--- src/rtl/adder_share_arbiter.sv ---
// ---------------------------------------------------------------------------
// adder_share_arbiter
//
// Purpose:
//   Shares a single carry_select_adder between two requesters. Each requester
//   offers an operand pair over a valid/ready handshake. A round-robin arbiter
//   picks one requester per cycle. The sum, carry-out and requester id land in
//   a single-entry output register that has its own valid/ready handshake.
//
// Ports:
//   clk, rst                 rising-edge clock, synchronous active-high reset
//   req0_valid/a/b/ready     requester 0 operand handshake
//   req1_valid/a/b/ready     requester 1 operand handshake
//   res_valid/ready          result register handshake
//   res_sum, res_carry       registered sum and carry-out
//   res_id                   requester that produced the current result
//   cnt0, cnt1               saturating counts of accepted requests
//
// Also contains carry_select_adder, the shared WIDTH-bit adder core.
// ---------------------------------------------------------------------------

// Carry-select adder. Each block precomputes its sum for carry-in 0 and
// carry-in 1. The incoming block carry then selects between the two.
module carry_select_adder #(
    parameter int WIDTH = 32
) (
    input  logic [WIDTH-1:0] a,
    input  logic [WIDTH-1:0] b,
    output logic [WIDTH-1:0] sum,
    output logic             cout
);
    // The largest block size that divides WIDTH evenly, so no block is partial
    localparam int BLK = (WIDTH % 8 == 0) ? 8 : ((WIDTH % 4 == 0) ? 4 : 1);
    localparam int NB  = WIDTH / BLK;

    logic [NB:0] carry;

    assign carry[0] = 1'b0;

    for (genvar i = 0; i < NB; i++) begin : g_blk
        logic [BLK:0] s0;
        logic [BLK:0] s1;
        assign s0 = {1'b0, a[i*BLK +: BLK]} + {1'b0, b[i*BLK +: BLK]};
        assign s1 = {1'b0, a[i*BLK +: BLK]} + {1'b0, b[i*BLK +: BLK]} + (BLK+1)'(1);
        assign sum[i*BLK +: BLK] = carry[i] ? s1[BLK-1:0] : s0[BLK-1:0];
        assign carry[i+1]        = carry[i] ? s1[BLK]     : s0[BLK];
    end

    assign cout = carry[NB];
endmodule

module adder_share_arbiter #(
    parameter int WIDTH = 32,
    parameter int CNT_W = 16
) (
    input  logic             clk,
    input  logic             rst,
    input  logic             req0_valid,
    input  logic [WIDTH-1:0] req0_a,
    input  logic [WIDTH-1:0] req0_b,
    output logic             req0_ready,
    input  logic             req1_valid,
    input  logic [WIDTH-1:0] req1_a,
    input  logic [WIDTH-1:0] req1_b,
    output logic             req1_ready,
    output logic             res_valid,
    input  logic             res_ready,
    output logic [WIDTH-1:0] res_sum,
    output logic             res_carry,
    output logic             res_id,
    output logic [CNT_W-1:0] cnt0,
    output logic [CNT_W-1:0] cnt1
);
    typedef enum logic {
        EMPTY = 1'b0,
        FULL  = 1'b1
    } out_state_e;

    out_state_e       state_q, state_d;
    logic             last_q, last_d;
    logic [WIDTH-1:0] sum_q, sum_d;
    logic             carry_q, carry_d;
    logic             id_q, id_d;
    logic [CNT_W-1:0] cnt0_q, cnt0_d;
    logic [CNT_W-1:0] cnt1_q, cnt1_d;

    logic             can_accept;
    logic             grant0;
    logic             grant1;
    logic             accept0;
    logic             accept1;
    logic [WIDTH-1:0] add_a;
    logic [WIDTH-1:0] add_b;
    logic [WIDTH-1:0] add_sum;
    logic             add_carry;

    // When both requesters are valid, the one not served last wins. Because
    // last resets to 1, requester 0 wins the first tie. A full register can
    // still accept a new result if the consumer drains it this cycle.
    always_comb begin
        can_accept = (state_q == EMPTY) || res_ready;
        grant0     = req0_valid && (!req1_valid || last_q);
        grant1     = req1_valid && (!req0_valid || !last_q);
        req0_ready = !rst && can_accept && grant0;
        req1_ready = !rst && can_accept && grant1;
        accept0    = req0_valid && req0_ready;
        accept1    = req1_valid && req1_ready;
        add_a      = accept1 ? req1_a : req0_a;
        add_b      = accept1 ? req1_b : req0_b;
    end

    carry_select_adder #(
        .WIDTH (WIDTH)
    ) u_adder (
        .a    (add_a),
        .b    (add_b),
        .sum  (add_sum),
        .cout (add_carry)
    );

    // Next-state logic for the output register. An accept always refills the
    // register, even if it drains in the same cycle. A drain with no accept
    // only clears valid, so the data outputs keep their old values.
    always_comb begin
        state_d = state_q;
        last_d  = last_q;
        sum_d   = sum_q;
        carry_d = carry_q;
        id_d    = id_q;
        cnt0_d  = cnt0_q;
        cnt1_d  = cnt1_q;
        if (accept0 || accept1) begin
            state_d = FULL;
            sum_d   = add_sum;
            carry_d = add_carry;
            id_d    = accept1;
            last_d  = accept1;
            if (accept0 && (cnt0_q != {CNT_W{1'b1}})) cnt0_d = cnt0_q + CNT_W'(1);
            if (accept1 && (cnt1_q != {CNT_W{1'b1}})) cnt1_d = cnt1_q + CNT_W'(1);
        end else if ((state_q == FULL) && res_ready) begin
            state_d = EMPTY;
        end
    end

    always_ff @(posedge clk) begin
        if (rst) begin
            state_q <= EMPTY;
            last_q  <= 1'b1;
            sum_q   <= '0;
            carry_q <= 1'b0;
            id_q    <= 1'b0;
            cnt0_q  <= '0;
            cnt1_q  <= '0;
        end else begin
            state_q <= state_d;
            last_q  <= last_d;
            sum_q   <= sum_d;
            carry_q <= carry_d;
            id_q    <= id_d;
            cnt0_q  <= cnt0_d;
            cnt1_q  <= cnt1_d;
        end
    end

    assign res_valid = (state_q == FULL);
    assign res_sum   = sum_q;
    assign res_carry = carry_q;
    assign res_id    = id_q;
    assign cnt0      = cnt0_q;
    assign cnt1      = cnt1_q;
endmodule

--- config.mk ---
export PLATFORM = sky130hd
export DESIGN_NAME = adder_share_arbiter
export DESIGN_NICKNAME = d
export VERILOG_FILES = /design/src/rtl/adder_share_arbiter.sv
export SDC_FILE = /design/constraint.sdc
export NUM_CORES = 1
export LEC_CHECK = 0
export ABC_AREA = 1
export CORE_MARGIN = 5
export CORE_UTILIZATION = 40
export DETAILED_ROUTE_END_ITERATION = 10
export GPL_TIMING_DRIVEN = 0
export PLACE_DENSITY = 0.73
export REMOVE_ABC_BUFFERS = 1
export SETUP_SLACK_MARGIN = 0.15
export SYNTH_ARGS = -nofsm -noshare
export SYNTH_HDL_FRONTEND = slang
export SYNTH_SLANG_ARGS = --single-unit
export TNS_END_PERCENT = 20
--- constraint.sdc ---
create_clock -name clk -period 7.8 [get_ports clk]
set_clock_uncertainty 0.1 [all_clocks]
set_input_delay 1.56 -clock clk [delete_from_list [all_inputs] [get_ports clk]]
set_output_delay 1.56 -clock clk [all_outputs]
set_load 0.005 [all_outputs]
# Word-level counts from Yosys, hierarchy flattened

Cells that the tools add are included.

Bits in latches: 0
Memory bits (read-only): 0
RAM bits: 0
Memories kept: 0
Output and inout bits: 69
Register bits: 68
Input bits: 133
Logic and storage cells: 50

Reduce and logical (&&, ||, !) cells: 21
Add/sub/neg operators: 9
Bitwise logic cells: 1
Multipliers: 0
Multiplexer cells: 10
Divide/modulo/power cells: 0
Shift operators: 0
Eq/ne operators: 2
Magnitude comparators: 0

Operators by type and width:

| kind                    | number |
|---|---|
| $mux W32                | 2 |
| $add A8 B8 Y9           | 4 |
| $add A16 B1 Y16 const B | 2 |
| $ne A16 B16 Y1 const B  | 2 |
| $add A9 B1 Y9 const B   | 3 |
| $mux W8                 | 3 |
| $logic_and A1 B1 Y1     | 10 |
| $mux W1                 | 5 |
| $logic_not A1 Y1        | 4 |
| $logic_or A1 B1 Y1      | 4 |
| $reduce_and A2 Y1       | 2 |
| $reduce_bool A2 Y1      | 1 |
| $not A1 Y1              | 1 |

# Depth between registers and ports, before layout

Depth after elaboration: 11
Mapped depth: 27
Gate-level depth less buffers: 26

# Modules after synthesis

From an unflattened synthesis, not the netlist that was laid out.

Cells, all modules: 1034
Area total of the unflattened synthesis: 6188.4 µm²

Modules (own cells, without submodules):

| module              | sequential area each (µm²) | instances | cells an instance | area an instance (µm²) |
|---|---|---|---|---|
| adder_share_arbiter | 1361.3                     | 1         | 660               | 3942.5 |
| carry_select_adder  | 0.0                        | 1         | 374               | 2245.9 |

# Worst setup path before layout

Ideal clock, no wire load.

Path kind: input-to-reg
Start point: in req1_valid
End point: reg sum_q[19], in the netlist res_sum[19]
Setup time: 0.114 ns
Data required time: 7.586 ns
Path slack: 3.195 ns
Data arrival time: 4.391 ns
Path buffers: 3
Stages: 20
Cell sequence: a21boi_0 > inv_1 > nor2_2 > inv_1 > clkbuf_1 > clkbuf_1 > nand2_1 > nand2_1 > ha_1 > fa_1 > xor2_1 > nand3_1 > nor2_2 > nand4_4 > nand2_4 > buf_8 > nand2_2 > xor2_1 > o21bai_1 > inv_1

Word-level cells in the longest chain between the ends: 8
Elaborated cells on any way between the ends: 18
Those cells by class: 5 x add/sub; 4 x mux; 9 x reduce/logical

Ends and longest elaborated chain:

| what                               | RTL line | text |
|---|---|---|
| from (decl)                        | 62       | `input logic req1_valid,` |
| $logic_and A1 B1 Y1                | 103      | `grant1 = req1_valid && (!req0_valid \|\| !last_q);` |
| $logic_and A1 B1 Y1                | 105      | `req1_ready = !rst && can_accept && grant1;` |
| $logic_and A1 B1 Y1                | 107      | `accept1 = req1_valid && req1_ready;` |
| $mux W32, on equally long branches | 108, 109 |  |
| $add A8 B8 Y9                      | 43, 44   |  |
| $add A9 B1 Y9                      | 44       | `assign s1 = {1'b0, a[i*BLK +: BLK]} + {1'b0, b[i*BLK +: BLK]} + (BLK+1)'(1);` |
| $mux W1                            | 46       | `assign carry[i+1] = carry[i] ? s1[BLK] : s0[BLK];` |
| $mux W8                            | 45       | `assign sum[i*BLK +: BLK] = carry[i] ? s1[BLK-1:0] : s0[BLK-1:0];` |
| to (signal assigned)               | 157      | `sum_q <= sum_d;` |
| to (decl)                          | 81       | `logic [WIDTH-1:0] sum_q, sum_d;` |

Several ways; a longest one is shown, not always the timed one.
A chain may end at the register's enable or synchronous reset.

# Final worst setup path

Start point: in rst
End point: reg sum_q[27], in the netlist res_sum[27]

Word-level cells in the longest chain between the ends: 10
Elaborated cells on any way between the ends: 19
Those cells by class: 7 x add/sub; 5 x mux; 7 x reduce/logical

Ends and longest elaborated chain:

| what                               | RTL line | text |
|---|---|---|
| from (decl)                        | 57       | `input logic rst,` |
| $logic_not A1 Y1                   | 104, 105 |  |
| $logic_and A1 B1 Y1                | 104, 105 |  |
| $logic_and A1 B1 Y1                | 105      |  |
| $logic_and A1 B1 Y1                | 107      |  |
| $mux W32, on equally long branches | 108, 109 |  |
| $add A8 B8 Y9                      | 43, 44   |  |
| $add A9 B1 Y9                      | 44       |  |
| $mux W1 (2 in series)              | 46       |  |
| $mux W8                            | 45       |  |

Several ways; a longest one is shown, not always the timed one.

==> flow_summary.yaml <==
clock_tree:
  cts_tree: "built"
  cts.path.max_buffers: 2
  insertion_delay_ps: 330
  cts_made_buffers: 9
  post_cts_buffers: 0
  postCtsHoldBufs: 0
  cts.clk_slew.worst_paths_ps: 60
  clock-sinks: 68
  htreeDepth: 3
  clockRootBuffer: "clkbuf_16"
min_path:
  min_path_type: "flop to flop"
  holdPathStages: 2
timing:
  worst_pin_slew_ps: 1160
  max_freq_mhz: 145
  setup_violations: 0
  relSlewSlack_pct: 22.5
  rsz0062_at_grt: "no"
  min_period_over_period_pct: 88.6
  holdWs_ps: 361
  final-hold-violation-count: 0
  drv_slew: 0
  fin_tns_setup_ps: 0
  period_minus_slack_ps: 6910
logic_synthesis:
  yosys_warnings: 0
  syn_area_sq_um: 5690
  synthTopCellsByArea: "dfxtp_1 24%, nand2_1 22%, ha_1 8.1%"
  seq_area_frac_synth_pct: 23.9
  synth_top_area_share_pct: 23.9
  yosysUniqueCellTypes: 45
  synth_top_flop_cell: "dfxtp_1"
  netlist_instances: 926
  synth_edf_count: 0
  syn_area_per_cell_sq_um: 6.15
  synth_seq_cells: 68
  synth_top_cell_by_area: "dfxtp_1"
  async_reset_ff_share_pct: 0
power:
  p_sw_w: 0.000457
  power.density_nw_per_um2: 160
  clkPwrFrac_pct: 29.1
  p_leak_nw: 3.90
  swShare_pct: 35.1
  p_seq_share_pct: 29.5
  ir_worst_vdd_mv: 0.0943
  intPower_w: 0.000845
  comb_power_share_pct: 41.4
global_route:
  grt_pass1_vias: 5675
  grt_max_degree: 57
  overflow: 0
  grt_usage_pct: 18.5
  antenna_found_initial: 0
  grt_pass1_wl_mm: 25.6
worst_setup_path:
  required_ps: 7930
  reg2reg_depth: 21
  worstPathArrival_ps: 7040
  cp_max_fo: 56
  critPathLaunchType: "input pin"
  criticalPathCategory: "input pin to flop"
  crit_path_end_kind: "flop"
drt:
  via_per_inst: 4.76
  ant_nets: 0
  drc: 0
  dr.pass1.iters: 4
  wl_per_cell_um: 12.3
  vias: 6174
  wl_mm: 15.9
  dr.first_iter.drc_count: 331
finish:
  layout.nets: 1286
  fin_area_sq_um: 8150
  utilization_pct: 58.5
  layout.cells.non_filler: 1297
  syn2layout_area_growth_pct: 43.2
  antenna_cells: 0
  layout-drive-gt1-share_pct: 4.74
placed_design:
  io_buffers: 201
  hpwl_mm: 12.6
  post_dp_cell_area_sq_um: 7870
  dp_cells: 1281
  place.gp.congestion: 0.823
floorplan:
  rows: 43
  core-area_sq_um: 13900
  start_util_pct: 40.8
  fp.dieH_um: 129
  die_area_sq_um: 16700
  die_w_um: 129
  num_io_pins: 202
run:
  maxCapViolations: 0
outcome:
  status: "completed"
-- worst max-delay path: stages --
cell and delay [ps]:
clkdlybuf4s50_1 770, clkinv_2 710, nand2_2 200, nor2_4 710, inv_2 360, buf_12 280, nand2_1 80, nand2_1 50
ha_1 240, fa_1 460, xor2_1 310, nand3_1 150, nor2_2 210, nand4_4 150, nand2_4 190, nand2_4 80
nand2_4 130, inv_4 70, nand2_1 60, nand3_1 70, nand2_1 80, inv_1 30
-- cells in the mapped netlist, types with 3 or more instances --
cell and n:
nand4_1 20, o21bai_1 8, o21ai_0 44, xnor2_1 7, nor2_2 4, and2_1 3, nand2_1 341, nand2_4 3
clkbuf_1 18, nor3_1 8, fa_1 4, nand3_1 60, o211ai_1 9, buf_1 6, ha_1 37, nand3b_1 3
or2_2 4, nand3_2 3, nor2_1 49, xor2_1 25, inv_1 110, dfxtp_1 68, a21oi_1 50, nand2_2 9
inv_2 4
-- final timing paths --
path                                             start                  endpoint  slack [ps]
worst max-delay path                               rst  res_sum[27]$_SDFFE_PP0P_         890
worst min-delay path             cnt1[15]$_SDFFE_PP0P_     cnt1[15]$_SDFFE_PP0P_         360
worst max register to register  res_valid$_SDFFE_PP0P_  res_sum[27]$_SDFFE_PP0P_        3340
worst min register to register   cnt1[15]$_SDFFE_PP0P_     cnt1[15]$_SDFFE_PP0P_         360
-- power groups by stage --
stage	logic, W	registers (W)	clock network (W)
after floorplan	0.000339	0.000394	0
after global placement	0.000532	0.000391	0
after detailed placement	0.000542	0.000392	0
after CTS	0.000544	0.000384	0.000391
after global routing	0.000610	0.000387	0.000407
final	0.000539	0.000384	0.000380
-- layer usage --
metal  routed length [um]  global-route usage (%)  share of wire [%]
met1                 7220                    23.2                 45
met2                 7320                    32.5                 46
met3                 1240                    4.25                7.8
met4                  157                    3.95               0.99
met5                    0                       0                  0
-- placed cells by master, fill, tap and decap left out, types with 2 or more instances in the layout --
cell type and count:
a21o_1 2, a21oi_1 50, a31oi_1 2, and2_1 3
and3_1 2, buf_12 2, clkbuf_16 9, clkdlybuf4s50_1 201
clkinv_2 4, clkinv_4 2, dfxtp_1 68, fa_1 4
ha_1 37, inv_1 109, inv_2 4, nand2_1 341
nand2_2 9, nand2_4 3, nand3_1 60, nand3_2 3
nand3b_1 3, nand4_1 20, nor2_1 49, nor2_2 3
nor2_4 3, nor3_1 8, nor4_1 2, o211ai_1 9
o21a_1 2, o21ai_0 44, o21bai_1 8, o221ai_1 2
or2_2 4, xnor2_1 7, xor2_1 25
-- final cells by class --
class	count	area, sq um
clock buffer	10	239
timing repair buffer	204	2080
fill	1375	5780
clock inverter	6	40.0
sequential	68	1360
tap	180	225
multi-input combinational	713	3770
inverter	116	439
-- through the flow --
| stage | worst slack (ps) | power [W] |
|---|---|---|
| CTS | 612 | 0.00132 |
| detailed placement | 236 | 0.000933 |
| floorplan | 832 | 0.000733 |
| global placement | -2820 | 0.000923 |
| global route | 283 | 0.00140 |
| finish | 892 | 0.00130 |
-- state kept, by name, indices dropped and copies added (netlist names) --
signal	flops
cnt0	16
res_carry	1
cnt1	16
last_q	1
res_sum	32
res_valid	1
res_id	1
-- timing repair --
| item | 4_1_cts | 5_1_grt |
|---|---|---|
| endpoints found under the setup margin | 0 | 6 |
| resized for setup | 0 | 1 |
| endpoints found under the hold margin | 0 | 0 |
-- cell families after synthesis --
kind of cell,after synthesis,synth area share (%)
buffers and inverters,145,9.98
flip-flops,68,23.9
AND/OR/NAND/NOR,517,39.4
adder cells (fa/ha/maj),41,9.54
XOR/XNOR,32,4.93
AO/OA/AOI/OAI,123,12.2
Note: power is estimated with default switching activity, not from simulation.
